### config.mk
export PLATFORM = sky130hd
export DESIGN_NAME = seg7_scan_decoder
export DESIGN_NICKNAME = d
export VERILOG_FILES = /design/src/rtl/seg7_scan_decoder.sv
export SDC_FILE = /design/constraint.sdc
export NUM_CORES = 1
export LEC_CHECK = 0
export CORE_MARGIN = 2
export CORE_UTILIZATION = 50
export DETAILED_ROUTE_END_ITERATION = 6
export GPL_TIMING_DRIVEN = 0
export PLACE_DENSITY_LB_ADDON = 0.25
export SETUP_SLACK_MARGIN = 0.5
export SYNTH_ARGS = -nofsm -noshare
export SYNTH_HDL_FRONTEND = slang
export SYNTH_SLANG_ARGS = --single-unit
### constraint.sdc
create_clock -name clk -period 10 [get_ports clk]
set_input_delay 2 -clock clk [delete_from_list [all_inputs] [get_ports clk]]
set_output_delay 2 -clock clk [all_outputs]
set_load 0.05 [all_outputs]
### src/rtl/seg7_scan_decoder.sv
// Display bus monitor: samples a multiplexed 7-segment bus and
// rebuilds the hex value shown on each digit position.
//
// Ports:
//   clk          system clock
//   rst          synchronous active-high reset
//   seg_in       segment lines {A,B,C,D,E,F,G}, 1 = lit
//   dig_sel      one-hot digit enables, bit i selects digit i
//   digits_out   decoded nibbles, digit i at [4i+3:4i]
//   digit_valid  digit i holds a decoded hex value
//   pattern_err  one-cycle pulse when an illegal pattern is captured
//   err_digit    index of the most recent illegal capture
//   frame_done   one-cycle pulse once every digit has been captured
module seg7_scan_decoder #(
  parameter int NUM_DIGITS    = 4,
  parameter int STABLE_CYCLES = 4
) (
  input  logic                    clk,
  input  logic                    rst,
  input  logic [6:0]              seg_in,
  input  logic [NUM_DIGITS-1:0]   dig_sel,
  output logic [4*NUM_DIGITS-1:0] digits_out,
  output logic [NUM_DIGITS-1:0]   digit_valid,
  output logic                    pattern_err,
  output logic [2:0]              err_digit,
  output logic                    frame_done
);

  localparam logic [3:0] CNT_MAX  = 4'(STABLE_CYCLES);
  localparam logic [3:0] CNT_LAST = 4'(STABLE_CYCLES - 1);

  typedef enum logic [1:0] {
    IDLE,
    SETTLE,
    CAPTURE,
    HOLD
  } state_t;

  state_t state;
  state_t state_nxt;

  logic [6:0]            s_seg;
  logic [NUM_DIGITS-1:0] s_sel;
  logic [3:0]            cnt;
  logic [NUM_DIGITS-1:0] seen;
  logic [NUM_DIGITS-1:0] seen_nxt;

  logic sel_1h;
  logic in_1h;
  logic same;
  logic stay;
  logic cap;

  logic       dec_ok;
  logic       is_blank;
  logic [3:0] dec_val;

  // Input sampling stage
  always_ff @(posedge clk) begin
    if (rst) begin
      s_seg <= '0;
      s_sel <= '0;
    end else begin
      s_seg <= seg_in;
      s_sel <= dig_sel;
    end
  end

  assign sel_1h = $onehot(s_sel);
  assign in_1h  = $onehot(dig_sel);
  assign same   = (seg_in == s_seg) && (dig_sel == s_sel);
  assign stay   = sel_1h && same;

  // Dwell counter: counts consecutive unchanged one-hot samples
  always_ff @(posedge clk) begin
    if (rst) begin
      cnt <= '0;
    end else if (stay) begin
      if (cnt != CNT_MAX) begin
        cnt <= cnt + 4'd1;
      end
    end else begin
      cnt <= '0;
    end
  end

  // State register
  always_ff @(posedge clk) begin
    if (rst) begin
      state <= IDLE;
    end else begin
      state <= state_nxt;
    end
  end

  // Next-state logic
  always_comb begin
    state_nxt = state;
    unique case (state)
      IDLE: begin
        if (sel_1h) begin
          state_nxt = SETTLE;
        end
      end
      SETTLE: begin
        if (stay && (cnt == CNT_LAST)) begin
          state_nxt = CAPTURE;
        end else if (!in_1h) begin
          state_nxt = IDLE;
        end
      end
      CAPTURE, HOLD: begin
        // A change seen while leaving CAPTURE must not be lost,
        // so CAPTURE reacts to it exactly like HOLD.
        if (!same) begin
          state_nxt = in_1h ? SETTLE : IDLE;
        end else begin
          state_nxt = HOLD;
        end
      end
      default: state_nxt = IDLE;
    endcase
  end

  // Output-enable logic: the capture is committed on the edge
  // that enters CAPTURE, so results are visible during it.
  always_comb begin
    cap      = (state == SETTLE) && (state_nxt == CAPTURE);
    seen_nxt = seen | s_sel;
  end

  // Hex font decoder
  always_comb begin
    dec_ok   = 1'b1;
    is_blank = 1'b0;
    dec_val  = 4'h0;
    unique case (s_seg)
      7'h7E: dec_val = 4'h0;
      7'h30: dec_val = 4'h1;
      7'h6D: dec_val = 4'h2;
      7'h79: dec_val = 4'h3;
      7'h33: dec_val = 4'h4;
      7'h5B: dec_val = 4'h5;
      7'h5F: dec_val = 4'h6;
      7'h70: dec_val = 4'h7;
      7'h7F: dec_val = 4'h8;
      7'h73: dec_val = 4'h9;
      7'h77: dec_val = 4'hA;
      7'h1F: dec_val = 4'hB;
      7'h4E: dec_val = 4'hC;
      7'h3D: dec_val = 4'hD;
      7'h4F: dec_val = 4'hE;
      7'h47: dec_val = 4'hF;
      7'h00: begin
        dec_ok   = 1'b0;
        is_blank = 1'b1;
      end
      default: dec_ok = 1'b0;
    endcase
  end

  // Capture results and frame tracking
  always_ff @(posedge clk) begin
    if (rst) begin
      digits_out  <= '0;
      digit_valid <= '0;
      pattern_err <= 1'b0;
      err_digit   <= '0;
      frame_done  <= 1'b0;
      seen        <= '0;
    end else begin
      pattern_err <= 1'b0;
      frame_done  <= 1'b0;
      if (cap) begin
        for (int i = 0; i < NUM_DIGITS; i++) begin
          if (s_sel[i]) begin
            if (dec_ok) begin
              digits_out[4*i +: 4] <= dec_val;
              digit_valid[i]       <= 1'b1;
            end else if (is_blank) begin
              digits_out[4*i +: 4] <= 4'h0;
              digit_valid[i]       <= 1'b0;
            end else begin
              digit_valid[i] <= 1'b0;
              pattern_err    <= 1'b1;
              err_digit      <= 3'(i);
            end
          end
        end
        if (&seen_nxt) begin
          frame_done <= 1'b1;
          seen       <= '0;
        end else begin
          seen <= seen_nxt;
        end
      end
    end
  end

endmodule
; ---- Yosys cells after proc, flatten, opt, wreduce, memory -nomap -nowiden
; Cells that the tools add are included.
[op_classes]
n_addsub = 7
n_eq_ne = 26
n_mux = 38
bitwise = 3
reduce_logical = 20
[op_table]
columns = operator, n
row1 = $eq 7x7->1 const B, 12
row2 = $pmux 4 s15, 1
row3 = $mux 3, 12
row4 = $eq 7x6->1 const B, 3
row5 = $mux 1, 17
row6 = $reduce_or 16->1, 1
row7 = $mux 4, 3
row8 = $reduce_and 3->1, 4
row9 = $add 1x1->2, 4
row10 = $mux 2, 4
row11 = $reduce_and 2->1, 4
row12 = $eq 7x5->1 const B, 1
row13 = $eq 7x7->1, 1
row14 = $logic_not 7->1, 1
row15 = $add 2x2->3, 2
row16 = $eq 2x2->1 const B, 3
row17 = $eq 3x1->1 const B, 2
row18 = $pmux 2 s3, 1
row19 = $reduce_or 2->1, 3
row20 = $add 4x1->4 const B, 1
row21 = $eq 4x2->1 const B, 1
row22 = $eq 4x4->1, 1
row23 = $logic_and 1x1->1, 4
row24 = $ne 4x3->1 const B, 1
row25 = 6 further kinds, 7
[word_totals]
register_bits = 46
input_bits = 13
output_inout_bits = 25
wordCells = 110

; ---- Logic depth before layout (Yosys ltp)
[logic_depth]
word_depth = 14
mapped_depth = 11
mapped_depth_nobuf = 11

; ---- Worst setup path before layout
; No wires, ideal clock.
[synth_path]
kind = input to register
startpoint = in dig_sel[0]
endpoint = reg state[0]
setup_time_ns = 0.091
t_arrival_ns = 3.583
required_ns = 9.909
slack_ns = 6.326
cell_stages = 9
cell_sequence = inv_1 fa_1 inv_1 ha_1 ha_1 nor2_1 o311a_1 a211oi_1 a311oi_1
[synth_via]
elab_chain_len = 6
[synth_rtl]
columns = item, line_no
row1 = from (decl), 21  ; input logic [NUM_DIGITS-1:0] dig_sel,
row2 = $add 1x1->2 (not written as such) / $eq 4x4->1 (equally long branches), "70, 71"
row3 = $add 2x2->3 (not written as such) / $logic_and 1x1->1 (equally long branches), "70, 71"
row4 = $eq 3x1->1 / $logic_and 1x1->1 (equally long branches), "70, 72"
row5 = "$mux 1, or another cell as far along", 116  ; state_nxt = in_1h ? SETTLE : IDLE;
row6 = $mux 2 (on tied branches), "115, 106"
row7 = $pmux 2 s3 (*), 99  ; unique case (state)
row8 = to (signal assigned), 92  ; state <= state_nxt;
row9 = to (decl), 39  ; state_t state;
; Every way passes the cells marked *; elsewhere a longest branch is shown, timed or not.
; A chain may end at the register's enable or synchronous reset.

; ---- Worst setup path after layout
; Ends and elaborated chain as after synthesis.

==> flow_summary.ini <==
[outcome]
outcome = finished clean

[job]
drv_cap = 0

[setup_path]
cp_max_fo = 2
r2r_cells = 11
start_kind = primary input
end_kind = flip-flop
crit_required_ps = 10210
crit_arrival_ps = 4250
path_class = primary input to flip-flop

[die]
fp.dieW_um = 74.4
rows = 25
start_util = 0.521
ios = 38
die_height_um = 74.4
core_area_mm2 = 0.00475
dieArea_mm2 = 0.00553

[synthesis]
synth_fp_nets = 289
synth_area_leader_cell = dfxtp_1
seq_area_frac_synth = 0.372
syn_inst = 268
ys.warnings.count = 0
synth-compound-area-share = 0.115
synth_top_family_by_area = simple AND/OR/NAND/NOR gates
synthFlopType = dfxtp_1
muxShareOfSynthArea = 0.0728
ys_ff_latch = 46
synthDistinctLibCells = 59
yosysMostFrequentCell = dfxtp_1
synth-async-reset-ratio = 0
syn_area_mm2 = 0.00247
synth_top_area_share = 0.372
synthXorXnorAreaFrac = 0.0460
synthSimpleGateAreaFrac = 0.297
synth_common_cells = dfxtp_1, nor2_1, nand2b_1, mux2i_1, inv_1
synth-edff-count = 0
yosys-top-cells-area = dfxtp_1, mux2i_1, nand2b_1
avgSynthCellArea_um2 = 9.23
yosys.area_share.adder = 0.0465

[placed_design]
place.gp.congestion = 0.879
dp_hpwl_um = 3920
io_buffers = 37

[timing]
rsz0062_at_grt = no
relSlewSlack = 0.639
hold_slack_ps = 477
skew_ps = 9.00
min_period_ps = 4040
drv_slew = 0
worstMarginPinSlew_ps = 542
hold_viol = 0
setup_viol = 0
fin_crit_sh = 0.404
max_freq_mhz = 248
tns_ps = 0

[detailed_routing]
drc = 0
wirelength_um = 5260
drt_pre_antenna_iters = 4
vias = 2055
drt-vias-per-instance = 5.41
ant_nets = 0
wire_per_inst_um = 13.8
dr.first_iter.drc_count = 160

[power_and_ir_drop]
p_leak_nw = 1.26
powerDensity_mw_per_mm2 = 124
peakVddDrop_mv = 0.0717

[clocking]
cts_sinks = 46
cts_setup_buffers = 0
numCtsBuffers = 5
holdBufCountCts = 0
cts.htree.levels = 2
clock_latency_ps = 300
cts_tree = built
cts-root-buf = clkbuf_8
clk_pin_slew_ps = 80
cts_resized = 0
cts.path.max_buffers = 2

[grt]
grt_max_degree = 15
grt_pass1_vias = 1951
antenna_found_initial = 0
track_usage = 0.203
grt_pass1_wl_um = 8710
grt_overflow = 0

[layout]
fillers = 434
diodes = 0
drive_above_1_share = 0.112
area_growth_pct = 22.8
final_net_count = 333

[worst_hold_path]
whs_path_depth = 2
hp-class = flip-flop to flip-flop
-- report_power, final --
| part | switching, mW | leakage [nW] | internal, mW |
|---|---|---|---|
| Sequential | 0.00303 | 0.374 | 0.186 |
| Combinational | 0.0256 | 0.836 | 0.0223 |
| Clock | 0.0646 | 0.0514 | 0.0746 |
-- routing by layer --
layer	share of wire	track usage	vias to the layer above
li1	-	-	1037
met1	0.47	0.257	952
met2	0.47	0.349	56
met3	0.041	0.0366	10
met4	0.015	0.0734	0
met5	0	0	-
-- worst max-delay path, stage by stage --
cell and delay, ps:
clkdlybuf4s50_1 510, inv_1 90, fa_1 540, inv_1 40
ha_1 170, ha_1 270, nor2_1 140, o311a_1 190
a211oi_1 70, a311oi_1 220
-- cell type report --
class	count	area, µm²	share of cell area
Timing Repair Buffer	37	370	0.122
Tap cell	67	83.8	0.0276
Buffer	15	76.3	0.0251
Clock buffer	6	72.6	0.0239
Sequential cell	46	921	0.303
Inverter	13	48.8	0.0161
Clock inverter	2	37.5	0.0124
Multi-Input combinational cell	194	1430	0.470
-- path summary, 6_finish.rpt --
path | startpoint | end | slack, ps
hold reg to reg | digits_out[13] | digits_out[13] | 480
setup reg to reg | s_sel[0] | err_digit[0] | 6660
setup / recovery | dig_sel[0] | state[0] | 5960
hold / removal | digits_out[13] | digits_out[13] | 480
-- logic make-up (layout without fill, tap and decap cells) --
group           after synthesis  in the layout
compound gates               42             42
xor+xnor                     13             13
fa+ha+maj                     8              8
buf+inv                      28             73
flops                        46             46
mux                          18             18
simple gates                113            113
-- stage by stage --
step / std cells / setup WS, ps / total power [mW] / util / area (µm²)
after floorplan: 268 / 6330 / 0.227 / - / 2470
after global placement: 372 / 5720 / 0.240 / 0.616 / 2930
after detailed placement: 372 / 5660 / 0.241 / 0.616 / 2930
after CTS: 380 / 5950 / 0.378 / 0.639 / 3040
after global routing: 380 / 5840 / 0.391 / 0.639 / 3040
final: 380 / 5960 / 0.376 / 0.639 / 3040
-- cells in the final DEF (no fill, tap or decap), types with 4 or more instances in the layout --
cell / instances
clkdlybuf4s50_1: 37
inv_1: 13
nand3_1: 7
mux2i_1: 18
ha_1: 6
dfxtp_1: 46
nand2_1: 7
nor2_1: 21
and2_4: 4
a211oi_1: 5
nor2b_1: 9
nand2_4: 4
o21a_1: 4
buf_2: 7
xnor2_1: 6
a21oi_1: 9
nor3_1: 5
nand2b_1: 20
clkbuf_1: 7
xor2_1: 7
nor4_1: 4
clkbuf_8: 5
o21ai_0: 5
-- registers in the layout (all words and copies together) (netlist names) --
register and count:
cnt 4, digits_out 16, seen 4, pattern_err 1, s_seg 7, digit_valid 4, s_sel 4, frame_done 1
err_digit 3, state 2
(Power assumes the default switching activity.)
==> patch 1: new RTL, same flow settings <==
The parameter `NUM_DIGITS` goes from 4 to 8.
--- a/src/rtl/seg7_scan_decoder.sv
+++ b/src/rtl/seg7_scan_decoder.sv
@@ -12,7 +12,7 @@
 //   err_digit    index of the most recent illegal capture
 //   frame_done   one-cycle pulse once every digit has been captured
 module seg7_scan_decoder #(
-  parameter int NUM_DIGITS    = 4,
+  parameter int NUM_DIGITS    = 8,
   parameter int STABLE_CYCLES = 4
 ) (
   input  logic                    clk,
Interface: changed (resized dig_sel, digit_valid and digits_out); port bits go from 38 to 62. The function was not compared with the original's and may differ.
==> patch 1 against the original RTL <==
- setup slack got worse by 1400 ps
- design area rose by 60%
- synthesized area rose by 56%
- synthesized cell count rose by 55%
- sequential cell count rose by 28
- wire length rose by 79%
- total power rose by 84%
==> patch 1: results (changes against the original RTL) <==
Synthesis
The cell count after synthesis was 415 (was 268). The proportion of synthesized area in mux cells came to 5.33% (was 7.28%). The fraction of the mapped netlist area in adder cells is 6.76% (was 4.65%). The complex-gate fraction of the synthesized area is 15.1% (was 11.5%). The xor/xnor cell area share of the yosys netlist is 4.09% (was 4.60%). The portion of the post-synthesis area used by sequential elements is 38.5% (was 37.2%).

List of most frequent post-synthesis cells: dfxtp_1, nand2b_1, nor2_1 (was dfxtp_1, nor2_1, nand2b_1). The distinct cell type count of the synthesized netlist is 57 (was 59).

Worst hold path
The start point of the worst hold path is seen[4] (was digits_out[13]).

Finish
The final cell count without fillers came to 593 (was 380). The final net count was 520 (was 333). The synthesis-to-layout area growth is 25.9% (was 22.8%).

The fill cell instance count of the final layout is 627 (was 434).

Route
The total wire length after detailed routing is 9390 um (was 5260 um). The number of vias in the routed layout came to 3216 (was 2055). The wire length on met1 is 4140 um (was 2480 um). The first-iteration detailed-routing DRC count is 172 (was 160). The length of routed met3 wiring came to 591 um (was 217 um).

Timing
The maximum clock skew at final layout is 10.3 ps (was 9.00 ps).

Global routing
The global routing usage on met2 is 37.2% (was 34.9%). The first-pass GRT wire length came to 15600 um (was 8710 um). The number of global-route vias before repair was 3131 (was 1951). The maximum number of pins on one net before global-route repair is 14 (was 15).

Placement
The weighted congestion reported at the end of routability-driven placement is 0.843 (was 0.879). The placed standard-cell area came to 4590 sq um (was 2930 sq um). The total of buffers placed on input and output ports is 61 (was 37).

The estimated wirelength of the detail-placed design is 7020 um (was 3920 um).

Power
The maximum ir drop on the vdd rail is 0.0000872 V (was 0.0000717 V). The leakage power total is 1.78 nW (was 1.26 nW). The combinational share of power was 12.1% (was 12.7%). The switching power was 0.000165 W (was 0.0000933 W).

Outcome
Outcome: finished clean (unchanged).

CTS
The maximum level of the CTS H-tree is 3 (was 2). The insertion delay of the later-clocked pin in the worst-skew pair came to 360 ps (was 300 ps).

Critical path
The largest fanout on the critical path came to 3 (was 2).
patch 1: layout make-up:
type                            count  share of cell area (%)
Sequential cell                    74                    30.5
Tap cell                          102                    2.63
Clock inverter                      6                    2.84
Clock buffer                        9                    2.55
Timing Repair Buffer               61                    12.6
Buffer                             40                    4.85
Multi-Input combinational cell    277                    42.2
Inverter                           24                    1.86
patch 1: kinds of logic after synthesis:
| logic type | after synthesis |
|---|---|
| flops | 74 |
| simple gates | 141 |
| compound gates | 82 |
| xor+xnor | 18 |
| fa+ha+maj | 16 |
| buf+inv | 64 |
| mux | 20 |
patch 1: final timing paths:
| kind | cells past startpoint | to | slack [ps] |
|---|---|---|---|
| max | 13 | state[0] | 4600 |
| min | 1 | seen[4] | 470 |
| max reg2reg | 15 | digit_valid[4] | 5410 |
| min reg2reg | 1 | seen[4] | 470 |
==> patch 2: new RTL, config.mk and constraints unchanged <==
Made on the original files. Reset style: asynchronous (`rst`), changed in 4 clocked blocks. Comments in the files are not updated.
--- a/src/rtl/seg7_scan_decoder.sv
+++ b/src/rtl/seg7_scan_decoder.sv
@@ -56,7 +56,7 @@
   logic [3:0] dec_val;
 
   // Input sampling stage
-  always_ff @(posedge clk) begin
+  always_ff @(posedge clk or posedge rst) begin
     if (rst) begin
       s_seg <= '0;
       s_sel <= '0;
@@ -72,7 +72,7 @@
   assign stay   = sel_1h && same;
 
   // Dwell counter: counts consecutive unchanged one-hot samples
-  always_ff @(posedge clk) begin
+  always_ff @(posedge clk or posedge rst) begin
     if (rst) begin
       cnt <= '0;
     end else if (stay) begin
@@ -85,7 +85,7 @@
   end
 
   // State register
-  always_ff @(posedge clk) begin
+  always_ff @(posedge clk or posedge rst) begin
     if (rst) begin
       state <= IDLE;
     end else begin
@@ -160,7 +160,7 @@
   end
 
   // Capture results and frame tracking
-  always_ff @(posedge clk) begin
+  always_ff @(posedge clk or posedge rst) begin
     if (rst) begin
       digits_out  <= '0;
       digit_valid <= '0;
Function: differs if rst is asserted again (counterexample within 10 cycles, from zero or initial values and one cycle with rst high); with rst held inactive, the same outputs for 10 cycles.
==> patch 2 against the original RTL <==
- design area grew 1.2%
- wire length shrank 8.0%
- critical path depth shrank 2
- synthesized cell count shrank 4.9%
- largest cell class unchanged
- clock skew shrank 1.5 ps
- setup slack gained 44 ps
- total power grew 0.31%
- sequential share of layout area grew 7.1 points
- worst hold slack gained 5.2 ps
- non-clock buffer count grew 1
- sequential cell count is the same
- highest routed layer unchanged
- synthesized area grew 0.56%
==> patch 2: results (changes against the original RTL) <==
Outcome
Outcome: finished clean (unchanged).

Critical path
The largest fanout on the critical path is 8 (was 2). The length in cells of the worst reg-to-reg path came to 13 (was 11). The launching instance or port of the critical path is seg_in[0] (was dig_sel[0]).

Global routing
The overall track demand over capacity in global routing is 19.2% (was 20.3%). The global routing usage on met2 came to 32.0% (was 34.9%). The first-pass GRT wire length is 8160 um (was 8710 um). The met1 track demand over resource in global routing is 25.1% (was 25.7%).

The number of global-route vias before repair is 1827 (was 1951).

Power
The leakage power total is 1.52 nW (was 1.26 nW). The total internal power is 0.000283 W (about the same). The combinational share of power is 11.8% (was 12.7%).

The total power was 0.000377 W (was 0.000376 W).

Placement
The total placed cells including tap cells was 360 (was 372). The weighted congestion reported at the end of routability-driven placement is 0.880 (was 0.879). The post-placement setup slack is 5660 ps (about the same). The estimated wirelength of the detail-placed design is 3680 um (was 3920 um).

Worst hold path
The worst hold path depth is 1 (was 2). The worst hold endpoint is digits_out[7] (was digits_out[13]).

Route
The first-iteration detailed-routing DRC count is 61 (was 160). The length of routed met2 wiring came to 2320 um (was 2480 um). The length of routed met3 wiring is 251 um (was 217 um).

The number of vias in the routed layout is 1974 (was 2055). The total wire length after detailed routing is 4840 um (was 5260 um).

Finish
The ratio of cells with drive above 1 in the final layout came to 9.97% (was 11.2%).

Synthesis
The distinct cell type count of the synthesized netlist was 47 (was 59). The xor/xnor cell area share of the yosys netlist is 4.88% (was 4.60%). The fraction of the mapped netlist area in adder cells is 4.63% (was 4.65%). Biggest area contributors in the synthesized netlist: dfrtp_1, xnor2_1, mux2i_1 (was dfxtp_1, mux2i_1, nand2b_1).
[patch 2: changes by cell type in the layout (fill, tap and decap cells not counted), moves of 8 or more]
cell and delta:
mux2i_1 -9, nand2b_1 -19, inv_1 +8, nand2_1 +14, dfxtp_1 -46, a21o_1 +8
dfrtp_1 +46
[patch 2: cells by family after synthesis]
logic type | Yosys count
xor gates and xnor gates | 13
adders and majority gates | 8
AOI/OAI and AO/OA | 41
buffers and inverters | 37
and+or+nand+nor | 100
muxes | 10
DFF | 46
[patch 2: cell type report]
cell class,instances,area [sq um],area share (%)
Buffer,15,92.6,3.01
Tap cell,67,83.8,2.73
Timing Repair Buffer,38,390,12.7
Clock buffer,5,68.8,2.24
Multi-Input combinational cell,172,1160,37.8
Inverter,22,82.6,2.69
Sequential cell,46,1150,37.4
Clock inverter,3,43.8,1.42
[patch 2: critical path: stages]
cell and delay (ps):
clkdlybuf4s50_1 450, xnor2_1 260, nand4_1 210, nor4_4 500
nand2_1 210, or2_1 240, buf_2 150, a21o_1 180
